<file path="config.mk">
export PLATFORM = sky130hd
export DESIGN_NAME = dmem_port_arbiter
export DESIGN_NICKNAME = d
export VERILOG_FILES = /design/src/rtl/dmem_port_arbiter.sv
export SDC_FILE = /design/constraint.sdc
export NUM_CORES = 1
export LEC_CHECK = 0
export ABC_CLOCK_PERIOD_IN_PS = 2150
export BUFFER_PORTS_ARGS = -buffer_cell sky130_fd_sc_hd__buf_4
export CORE_AREA = 2 2 119 121
export CTS_CLUSTER_DIAMETER = 80
export DETAILED_ROUTE_END_ITERATION = 10
export DIE_AREA = 0 0 121 123
export HOLD_SLACK_MARGIN = 0.02
export PLACE_DENSITY = 0.72
export RECOVER_POWER = 25
export SYNTH_ARGS = -nofsm -noshare
export SYNTH_HDL_FRONTEND = slang
export SYNTH_SLANG_ARGS = --single-unit
</file>
<file path="constraint.sdc">
create_clock -name CLK -period 2.15 [get_ports CLK]
set_input_delay 0.215 -clock CLK [delete_from_list [all_inputs] [get_ports CLK]]
set_output_delay 0.215 -clock CLK [all_outputs]
set_load 0.03 [all_outputs]
</file>
<file path="src/rtl/dmem_port_arbiter.sv">
// -----------------------------------------------------------------------------
// dmem_port_arbiter
//
// Purpose:
//   Shares the single data-memory port between two requesters: port 0 (MEM
//   pipeline stage) and port 1 (secondary master such as refill or debug
//   loader). One access at a time is registered onto the DM_* interface. The
//   arbiter then waits for a variable-latency DM_ACK and returns a one-cycle
//   ACK with the read data to the granted port. If memory does not answer
//   within TIMEOUT cycles, the access is aborted with ERR set and zero data.
//
// Configuration:
//   DMEM_ARB_RR_EN  defined   -> round-robin arbitration on contention
//                   undefined -> fixed priority (port 0 always wins)
//
// Parameters:
//   TIMEOUT  maximum DM_ACK wait in cycles (1 .. 2**CNT_W-1)
//   CNT_W    timeout counter width
//
// Ports:
//   CLK, RESET                      clock (rising edge), async active-low reset
//   Rx_REQ/WE/ADDR/WDATA/SIZE       requester side inputs, x = 0, 1
//   Rx_RDATA/ACK/ERR                requester side responses
//   DM_READ/WRITE/ADDR/WDATA/SIZE   registered memory request fields
//   DM_RDATA, DM_ACK                memory response
//   BUSY                            high while an access is in flight or
//                                   being answered
// -----------------------------------------------------------------------------
module dmem_port_arbiter #(
    parameter int unsigned TIMEOUT = 15,
    parameter int unsigned CNT_W   = 4
) (
    input  logic        CLK,
    input  logic        RESET,

    input  logic        R0_REQ,
    input  logic        R0_WE,
    input  logic [31:0] R0_ADDR,
    input  logic [31:0] R0_WDATA,
    input  logic [1:0]  R0_SIZE,
    output logic [31:0] R0_RDATA,
    output logic        R0_ACK,
    output logic        R0_ERR,

    input  logic        R1_REQ,
    input  logic        R1_WE,
    input  logic [31:0] R1_ADDR,
    input  logic [31:0] R1_WDATA,
    input  logic [1:0]  R1_SIZE,
    output logic [31:0] R1_RDATA,
    output logic        R1_ACK,
    output logic        R1_ERR,

    output logic        DM_READ,
    output logic        DM_WRITE,
    output logic [31:0] DM_ADDR,
    output logic [31:0] DM_WDATA,
    output logic [1:0]  DM_SIZE,
    input  logic [31:0] DM_RDATA,
    input  logic        DM_ACK,

    output logic        BUSY
);

    typedef enum logic [1:0] {
        ST_IDLE = 2'd0,
        ST_BUSY = 2'd1,
        ST_RESP = 2'd2
    } state_t;

    state_t             state_q,    state_d;
    logic               gnt_q,      gnt_d;
    logic [CNT_W-1:0]   cnt_q,      cnt_d;
    logic               dm_read_q,  dm_read_d;
    logic               dm_write_q, dm_write_d;
    logic [31:0]        dm_addr_q,  dm_addr_d;
    logic [31:0]        dm_wdata_q, dm_wdata_d;
    logic [1:0]         dm_size_q,  dm_size_d;
    logic [31:0]        rdata_q,    rdata_d;
    logic               r0_ack_q,   r0_ack_d;
    logic               r1_ack_q,   r1_ack_d;
    logic               r0_err_q,   r0_err_d;
    logic               r1_err_q,   r1_err_d;
    logic               busy_q,     busy_d;
`ifdef DMEM_ARB_RR_EN
    logic               rr_q,       rr_d;
`endif

    logic               win_s;
    logic               any_req_s;

    assign any_req_s = R0_REQ | R1_REQ;

    // Arbitration: pick the port to grant when at least one request is present.
    always_comb begin
`ifdef DMEM_ARB_RR_EN
        // rr_q names the preferred port; it only matters under contention.
        if (R0_REQ && R1_REQ) begin
            win_s = rr_q;
        end else if (R0_REQ) begin
            win_s = 1'b0;
        end else begin
            win_s = 1'b1;
        end
`else
        if (R0_REQ) begin
            win_s = 1'b0;
        end else begin
            win_s = 1'b1;
        end
`endif
    end

    // Next-state and next-output computation for the access sequencer.
    always_comb begin
        state_d    = state_q;
        gnt_d      = gnt_q;
        cnt_d      = cnt_q;
        dm_read_d  = dm_read_q;
        dm_write_d = dm_write_q;
        dm_addr_d  = dm_addr_q;
        dm_wdata_d = dm_wdata_q;
        dm_size_d  = dm_size_q;
        rdata_d    = rdata_q;
        busy_d     = busy_q;
        // ACK/ERR are single-cycle pulses: low unless set below.
        r0_ack_d   = 1'b0;
        r1_ack_d   = 1'b0;
        r0_err_d   = 1'b0;
        r1_err_d   = 1'b0;
`ifdef DMEM_ARB_RR_EN
        rr_d       = rr_q;
`endif

        case (state_q)
            ST_IDLE: begin
                if (any_req_s) begin
                    gnt_d      = win_s;
                    dm_write_d = win_s ? R1_WE    : R0_WE;
                    dm_read_d  = win_s ? ~R1_WE   : ~R0_WE;
                    dm_addr_d  = win_s ? R1_ADDR  : R0_ADDR;
                    dm_wdata_d = win_s ? R1_WDATA : R0_WDATA;
                    dm_size_d  = win_s ? R1_SIZE  : R0_SIZE;
                    cnt_d      = {CNT_W{1'b0}};
                    busy_d     = 1'b1;
                    state_d    = ST_BUSY;
`ifdef DMEM_ARB_RR_EN
                    rr_d       = ~win_s;
`endif
                end else begin
                    busy_d     = 1'b0;
                    state_d    = ST_IDLE;
                end
            end

            ST_BUSY: begin
                cnt_d = cnt_q + CNT_W'(1'b1);
                // DM_ACK is checked first so an ACK on the timeout cycle wins.
                if (DM_ACK) begin
                    rdata_d    = DM_RDATA;
                    dm_read_d  = 1'b0;
                    dm_write_d = 1'b0;
                    r0_ack_d   = ~gnt_q;
                    r1_ack_d   = gnt_q;
                    state_d    = ST_RESP;
                end else if (cnt_q == CNT_W'(TIMEOUT)) begin
                    rdata_d    = 32'h0000_0000;
                    dm_read_d  = 1'b0;
                    dm_write_d = 1'b0;
                    r0_ack_d   = ~gnt_q;
                    r1_ack_d   = gnt_q;
                    r0_err_d   = ~gnt_q;
                    r1_err_d   = gnt_q;
                    state_d    = ST_RESP;
                end else begin
                    state_d    = ST_BUSY;
                end
            end

            ST_RESP: begin
                // ACK pulse is on the outputs this cycle; REQ is not sampled here.
                busy_d  = 1'b0;
                state_d = ST_IDLE;
            end

            default: begin
                dm_read_d  = 1'b0;
                dm_write_d = 1'b0;
                busy_d     = 1'b0;
                state_d    = ST_IDLE;
            end
        endcase
    end

    // State and output registers; asynchronous reset abandons any access.
    always_ff @(posedge CLK or negedge RESET) begin
        if (!RESET) begin
            state_q    <= ST_IDLE;
            gnt_q      <= 1'b0;
            cnt_q      <= {CNT_W{1'b0}};
            dm_read_q  <= 1'b0;
            dm_write_q <= 1'b0;
            dm_addr_q  <= 32'h0000_0000;
            dm_wdata_q <= 32'h0000_0000;
            dm_size_q  <= 2'd0;
            rdata_q    <= 32'h0000_0000;
            r0_ack_q   <= 1'b0;
            r1_ack_q   <= 1'b0;
            r0_err_q   <= 1'b0;
            r1_err_q   <= 1'b0;
            busy_q     <= 1'b0;
`ifdef DMEM_ARB_RR_EN
            rr_q       <= 1'b0;
`endif
        end else begin
            state_q    <= state_d;
            gnt_q      <= gnt_d;
            cnt_q      <= cnt_d;
            dm_read_q  <= dm_read_d;
            dm_write_q <= dm_write_d;
            dm_addr_q  <= dm_addr_d;
            dm_wdata_q <= dm_wdata_d;
            dm_size_q  <= dm_size_d;
            rdata_q    <= rdata_d;
            r0_ack_q   <= r0_ack_d;
            r1_ack_q   <= r1_ack_d;
            r0_err_q   <= r0_err_d;
            r1_err_q   <= r1_err_d;
            busy_q     <= busy_d;
`ifdef DMEM_ARB_RR_EN
            rr_q       <= rr_d;
`endif
        end
    end

    assign DM_READ  = dm_read_q;
    assign DM_WRITE = dm_write_q;
    assign DM_ADDR  = dm_addr_q;
    assign DM_WDATA = dm_wdata_q;
    assign DM_SIZE  = dm_size_q;
    // Both ports see the same latched data register.
    assign R0_RDATA = rdata_q;
    assign R1_RDATA = rdata_q;
    assign R0_ACK   = r0_ack_q;
    assign R1_ACK   = r1_ack_q;
    assign R0_ERR   = r0_err_q;
    assign R1_ERR   = r1_err_q;
    assign BUSY     = busy_q;

endmodule

</file>
==> flow_metrics.py, run 1 <==
metrics = {
    "yosys": {
        "synth_async_sr_flop_share_pct": 100,
        "synthAdderAreaFrac_pct": 0.239,
        "ys.flop_type": "dfrtp_1",
        "ys_seq_area_share_pct": 53.5,
        "avgSynthCellArea_um2": 11.6,
        "yosys-top-cells-area": "dfrtp_1, mux2i_1, o21ai_0",
        "synth_compound_area_share_pct": 19.9,
        "synth_mux_area_share_pct": 13.2,
        "synth_top_family_by_area": "compound AO/OA/AOI/OAI gates",
        "synthesis.nets": 625,
        "synth_warnings": 0,
        "synth_edf_count": 0,
        "syn_area_um2": 5240,
        "synthTopCellsByCount": "o21ai_0, dfrtp_1, mux2i_1",
        "ys_ff_latch": 112,
        "yosysMostFrequentCell": "o21ai_0",
        "synth_cell_types": 37,
        "synth_top_area_cell": "dfrtp_1",
        "synth_simple_gate_area_share_pct": 2.84,
        "synth_top_area_share_pct": 53.5,
        "synthXorXnorAreaFrac_pct": 0,
        "syn_inst": 453,
    },
    "worst_setup_path": {
        "crit_required_ns": 2.32,
        "worstReg2RegEnd": "DM_ADDR[15]",
        "path_max_fanout": 40,
        "reg2regPathDepth": 4,
        "ff2ff_setup_slack_ns": 0.58,
        "startpoint_type": "flip-flop",
        "r2r-start": "state_q[1]",
        "arrival_ns": 1.74,
        "endpoint_kind": "flip-flop",
        "crit_type": "reg2reg",
    },
    "clocking": {
        "cts-buffers-inserted": 9,
        "cts_sinks": 112,
        "tritoncts": "built",
        "clock_path_buffers": 2,
        "cts_root_buf": "clkbuf_16",
        "clkTransAtPathRegs_ns": 0.07,
        "htree_levels": 3,
        "cts_resized": 0,
        "clk_latency_ns": 0.34,
    },
    "floorplan": {
        "die_y_um": 123,
        "start_util_pct": 38.5,
        "die-area_um2": 14900,
        "row_count": 43,
        "io_pins": 308,
        "core_um2": 13600,
        "die_w_um": 121,
    },
    "global_routing": {
        "grt_use_total_pct": 20.5,
        "antenna_found_initial": 0,
        "grt_max_degree": 72,
        "gr-total-overflow": 0,
        "grt_pass1_vias": 4591,
        "grt_pass1_wl_um": 23500,
    },
    "place": {
        "io_buffers": 307,
        "pre_cts_ws_ns": 0.475,
        "dpl.cell_count": 880,
        "dp_hpwl_um": 11500,
        "placed_area_um2": 7350,
        "gp_congestion": 0.766,
    },
    "drt": {
        "finalWirelength_um": 15300,
        "drtPass1Iterations": 4,
        "vias": 4535,
        "wire_per_inst_um": 17.1,
        "drt_iter0_markers": 156,
        "viasPerCell": 5.06,
        "drtAntennaViolNets": 0,
        "drcViolationCount": 0,
    },
    "worst_hold_path": {
        "hold_path.startpoint": "DM_ACK",
        "min_to": "R0_ERR",
        "worstHoldPathType": "in2reg",
        "hold_path_depth": 2,
    },
    "power": {
        "powerDensity_nw_per_um2": 1600,
        "power_leakage_nw": 3.92,
        "peakVddDrop_mv": 0.726,
        "power_mw": 12.4,
    },
    "final_layout": {
        "diodes": 0,
        "syn_to_final_growth_pct": 47.4,
        "layout-drive-gt1-share_pct": 47.7,
        "final_cells": 897,
        "finalNetCount": 884,
        "stdcell_area_um2": 7720,
        "fin_util_pct": 56.7,
    },
    "run": {
        "maxCapViolCount": 0,
    },
    "timing": {
        "tightest_slew_ns": 0.861,
        "hold_viol_final": 0,
        "achievable-frequency_ghz": 0.636,
        "holdWs_ns": 0.0569,
        "setup-tns-final_ns": 0,
        "finClkSkew_ns": 0.00717,
        "layout_min_cycle_time_ns": 1.57,
        "max-slew-margin-rel_pct": 42.6,
        "period_share_pct": 73.2,
        "rsz0062_at_grt": "false",
        "finalMaxSlewViolations": 0,
        "setup_viol": 0,
        "fin_ws_ns": 0.577,
    },
    "run_status": {
        "status": "finished, final reports clean",
    },
}
[timing repair]
action | 4_1_cts | 5_1_grt
endpoints found under the setup margin | 0 | 0
buffers inserted | 0 | 0
hold buffers | 1 | 0
hold endpoints to repair | 28 | 0
[state kept, by name, summed over array words and instances (netlist names)]
register / count
R1_ACK: 1
R1_ERR: 1
BUSY: 1
R0_RDATA: 32
DM_WDATA: 32
DM_WRITE: 1
DM_ADDR: 32
R0_ACK: 1
DM_SIZE: 2
state_q: 2
DM_READ: 1
gnt_q: 1
R0_ERR: 1
cnt_q: 4
[metal layers]
layer  routed length, µm  track usage [%]  vias to the layer above
met2                7850             36.2                      213
met4                 316             7.70                        0
met5                   0                0                        -
li1                    -                -                     2125
met1                5940             24.0                     2175
met3                1230             5.30                       22
[how the worst max path moves through the flow]
stage                           from          end  cells after the start
after floorplan           state_q[0]  DM_WDATA[8]                      6
after global placement        R0_REQ  DM_ADDR[17]                      6
after detailed placement      R0_REQ  DM_ADDR[15]                      6
after CTS                 state_q[1]  DM_ADDR[15]                      4
after global routing           RESET  DM_ADDR[24]                      3
final                     state_q[1]  DM_ADDR[15]                      4
[cell type report]
cell class / count / area [µm²]
inverters: 2 / 7.51
flip-flops and latches: 112 / 2800
clock buffers: 12 / 267
repair buffers: 317 / 2410
well taps: 180 / 225
fillers: 1165 / 5890
multi-input cells: 270 / 1900
clock inverters: 4 / 98.8
[cell usage in the layout, fill, tap and decap left out, types with 2 or more instances in the layout]
cell type	Yosys	final
nor3_1	2	2
or2_2	1	2
inv_1	2	2
dfrtp_1	112	112
nor2_1	4	4
buf_4	34	310
o21ai_1	13	13
o21ai_0	123	123
clkbuf_16	0	9
buf_12	4	3
a21oi_1	2	2
mux2i_1	69	69
nand2_1	2	2
a22o_1	33	33
clkbuf_8	0	3
bufinv_16	0	3
nor4_1	2	2
nor3b_1	2	2
[critical path, cell delays in order, from the launching register on]
cell     delay [ns]
dfrtp_1        0.49
or2_2          0.33
buf_4          0.24
o21ai_0        0.20
o21ai_0        0.13
[power breakdown]
part | leakage [nW] | internal [mW] | total [mW] | switching, mW
combinational | 2.35 | 2.46 | 6.61 | 4.14
clock | 0.179 | 1.24 | 1.98 | 0.743
sequential | 1.39 | 3.09 | 3.77 | 0.678
total | 3.92 | 6.79 | 12.4 | 5.56
[kinds of logic (layout without fill, tap and decap cells)]
logic type                 count (synthesis)  after routing
AOI/OAI and AO/OA                        177            177
DFF                                      112            112
buffers and inverters                     71            335
muxes                                     69             69
and+or+nand+nor                           23             23
adders and majority gates                  1              1
Note: power is estimated with default switching activity, not from simulation.
==> inputs of run 2 (changes only) <==
- ABC_CLOCK_PERIOD_IN_PS: 2150 -> 1500
- clock period: 2.15 -> 1.5 ns (I/O delays scaled with it)
==> run 2 against run 1 <==
  * Clock power rose by 16%
  * Sequential power rose by 44%
  * Clock-buffer cell count down 2
  * Combinational power increased by 48%
  * Register-to-register slack lost 0.53 ns
  * Critical path depth is 1 lower
  * Setup slack lost 0.53 ns
  * Highest routed layer unchanged
==> flow_metrics.py, run 2 (same netlist as run 1, synthesis figures left out) <==
metrics = {
    "run_status": {
        "status": "finished, final reports clean",
    },
    "clocking": {
        "cts-buffers-inserted": 9,
        "clk_latency_ns": 0.35,
        "tritoncts": "built",
        "clkTransAtPathRegs_ns": 0.07,
        "htree_levels": 3,
        "clock_path_buffers": 2,
        "cts_sinks": 112,
        "cts_root_buf": "clkbuf_16",
    },
    "worst_hold_path": {
        "hold_path.startpoint": "DM_RDATA[31]",
        "worstHoldPathType": "in2reg",
    },
    "worst_setup_path": {
        "r2r-start": "state_q[0]",
        "endpoint_kind": "flip-flop",
        "critPathTopFamily": "simple AND/OR/NAND/NOR gates",
        "startpoint": "state_q[0]",
        "arrival_ns": 1.74,
        "crit_required_ns": 1.78,
        "cp_slowest_cell": "dfrtp_2",
        "cp_slowest_stage_delay_ns": 0.44,
        "crit_type": "reg2reg",
        "cp_num_buf_inv": 0,
        "path_cells": "nor2b_4 > and2_2 > a22o_1",
        "startpoint_type": "flip-flop",
        "path_max_fanout": 16,
    },
    "drt": {
        "drtAntennaViolNets": 0,
        "drcViolationCount": 0,
        "vias": 4693,
        "finalWirelength_um": 16000,
        "maxUsedRoutingLayer": "met4",
        "drtPass1Iterations": 4,
        "met2WireLength_um": 8440,
        "wl_met1_um": 5850,
        "drt_iter0_markers": 232,
        "wire_per_inst_um": 17.3,
        "viasPerCell": 5.07,
        "route.met3.wl_um": 1440,
    },
    "place": {
        "gp_congestion": 0.787,
        "dpl.cell_count": 885,
        "dp_hpwl_um": 11400,
        "io_buffers": 307,
        "pre_cts_ws_ns": 0.0156,
    },
    "floorplan": {
        "row_count": 43,
        "start_util_pct": 38.5,
        "die_w_um": 121,
        "die_y_um": 123,
        "io_pins": 308,
        "die-area_um2": 14900,
        "core_um2": 13600,
    },
    "power": {
        "peakVddDrop_mv": 1.10,
        "power_leakage_nw": 4.03,
        "power_mw": 17.5,
        "powerDensity_nw_per_um2": 2200,
    },
    "final_layout": {
        "final_common_cell": "buf_4",
        "fillers": 1165,
        "final_cell_mix": "buf_4, o21ai_0, dfrtp_1",
        "layout-drive-gt1-share_pct": 47.5,
        "final_cells": 926,
        "diodes": 0,
        "syn_to_final_growth_pct": 52.2,
        "finalNetCount": 913,
    },
    "global_routing": {
        "grt_max_degree": 70,
        "grt_use_total_pct": 20.1,
        "grt_pass1_wl_um": 23500,
        "antenna_found_initial": 0,
        "grt_pass1_vias": 4731,
        "gr-total-overflow": 0,
    },
    "timing": {
        "finClkSkew_ns": 0.00765,
        "layout_min_cycle_time_ns": 1.46,
        "finalMaxSlewViolations": 0,
        "setup-tns-final_ns": 0,
        "hold_viol_final": 0,
        "setup_viol": 0,
        "period_share_pct": 97.1,
        "fin_ws_ns": 0.0431,
        "max-slew-margin-rel_pct": 50.5,
        "achievable-frequency_ghz": 0.686,
        "tightest_slew_ns": 0.742,
    },
    "run": {
        "maxCapViolCount": 0,
    },
}
-- run 2: changes by cell type in the layout (fill, tap and decap cells not counted), moves of 2 or more --
| cell | change |
|---|---|
| clkbuf_8 | -2 |
| dfrtp_1 | -2 |
| bufinv_16 | -3 |
| inv_6 | +3 |
| dlygate4sd3_1 | +20 |
| buf_4 | +5 |
| dfrtp_2 | +2 |
| buf_12 | +2 |
| clkinv_2 | +3 |
-- run 2: path summary, 6_finish.rpt --
check	end	slack, ns	cells past startpoint
setup / recovery	R0_RDATA[11]	0.04	3
hold / removal	R0_RDATA[31]	0.03	2
setup reg to reg	R0_RDATA[11]	0.04	3
hold reg to reg	BUSY	0.49	2
max in group asynchronous	R0_RDATA[7]	0.31	3
min in group asynchronous	DM_ADDR[1]	0.39	2
-- run 2: layer usage --
metal  vias up  global-route usage (%)
met5         -                       0
li1       2188                       -
met1      2271                    21.5
met3        21                    6.04
met4         0                    7.12
met2       213                    37.4
-- run 2: final cells by class --
cell class	count	area, µm²	area share, %
inverters	2	7.51	0.0942
multi-input cells	272	1940	24.4
flip-flops and latches	112	2810	35.2
repair buffers	344	2710	34.0
well taps	180	225	2.83
clock inverters	6	41.3	0.518
clock buffers	10	239	3.00
-- run 2: power by group --
group / leakage [nW] / switching (mW) / internal [mW]
logic: 2.50 / 6.04 / 3.75
registers: 1.39 / 0.990 / 4.44
clock network: 0.143 / 1.12 / 1.18
-- run 2: timing repair --
action,4_1_cts,5_1_grt
hold endpoints to repair,43,1
endpoints found under the setup margin,8,64
gates cloned,0,3
setup buffers,0,1
gates resized for setup,1,4
pin swaps,0,2
hold buffers,20,1
-- run 2: per-stage QoR --
step,hold slack (ns),utilization (%),area [µm²]
6_report,0.0338,58.6,7970
5_1_grt,0.0212,58.6,7970
4_1_cts,0.0203,58.0,7900
3_5_place_dp,0.0957,54.4,7410
3_3_place_gp,0.0852,54.4,7410
2_1_floorplan,-0.146,-,5240
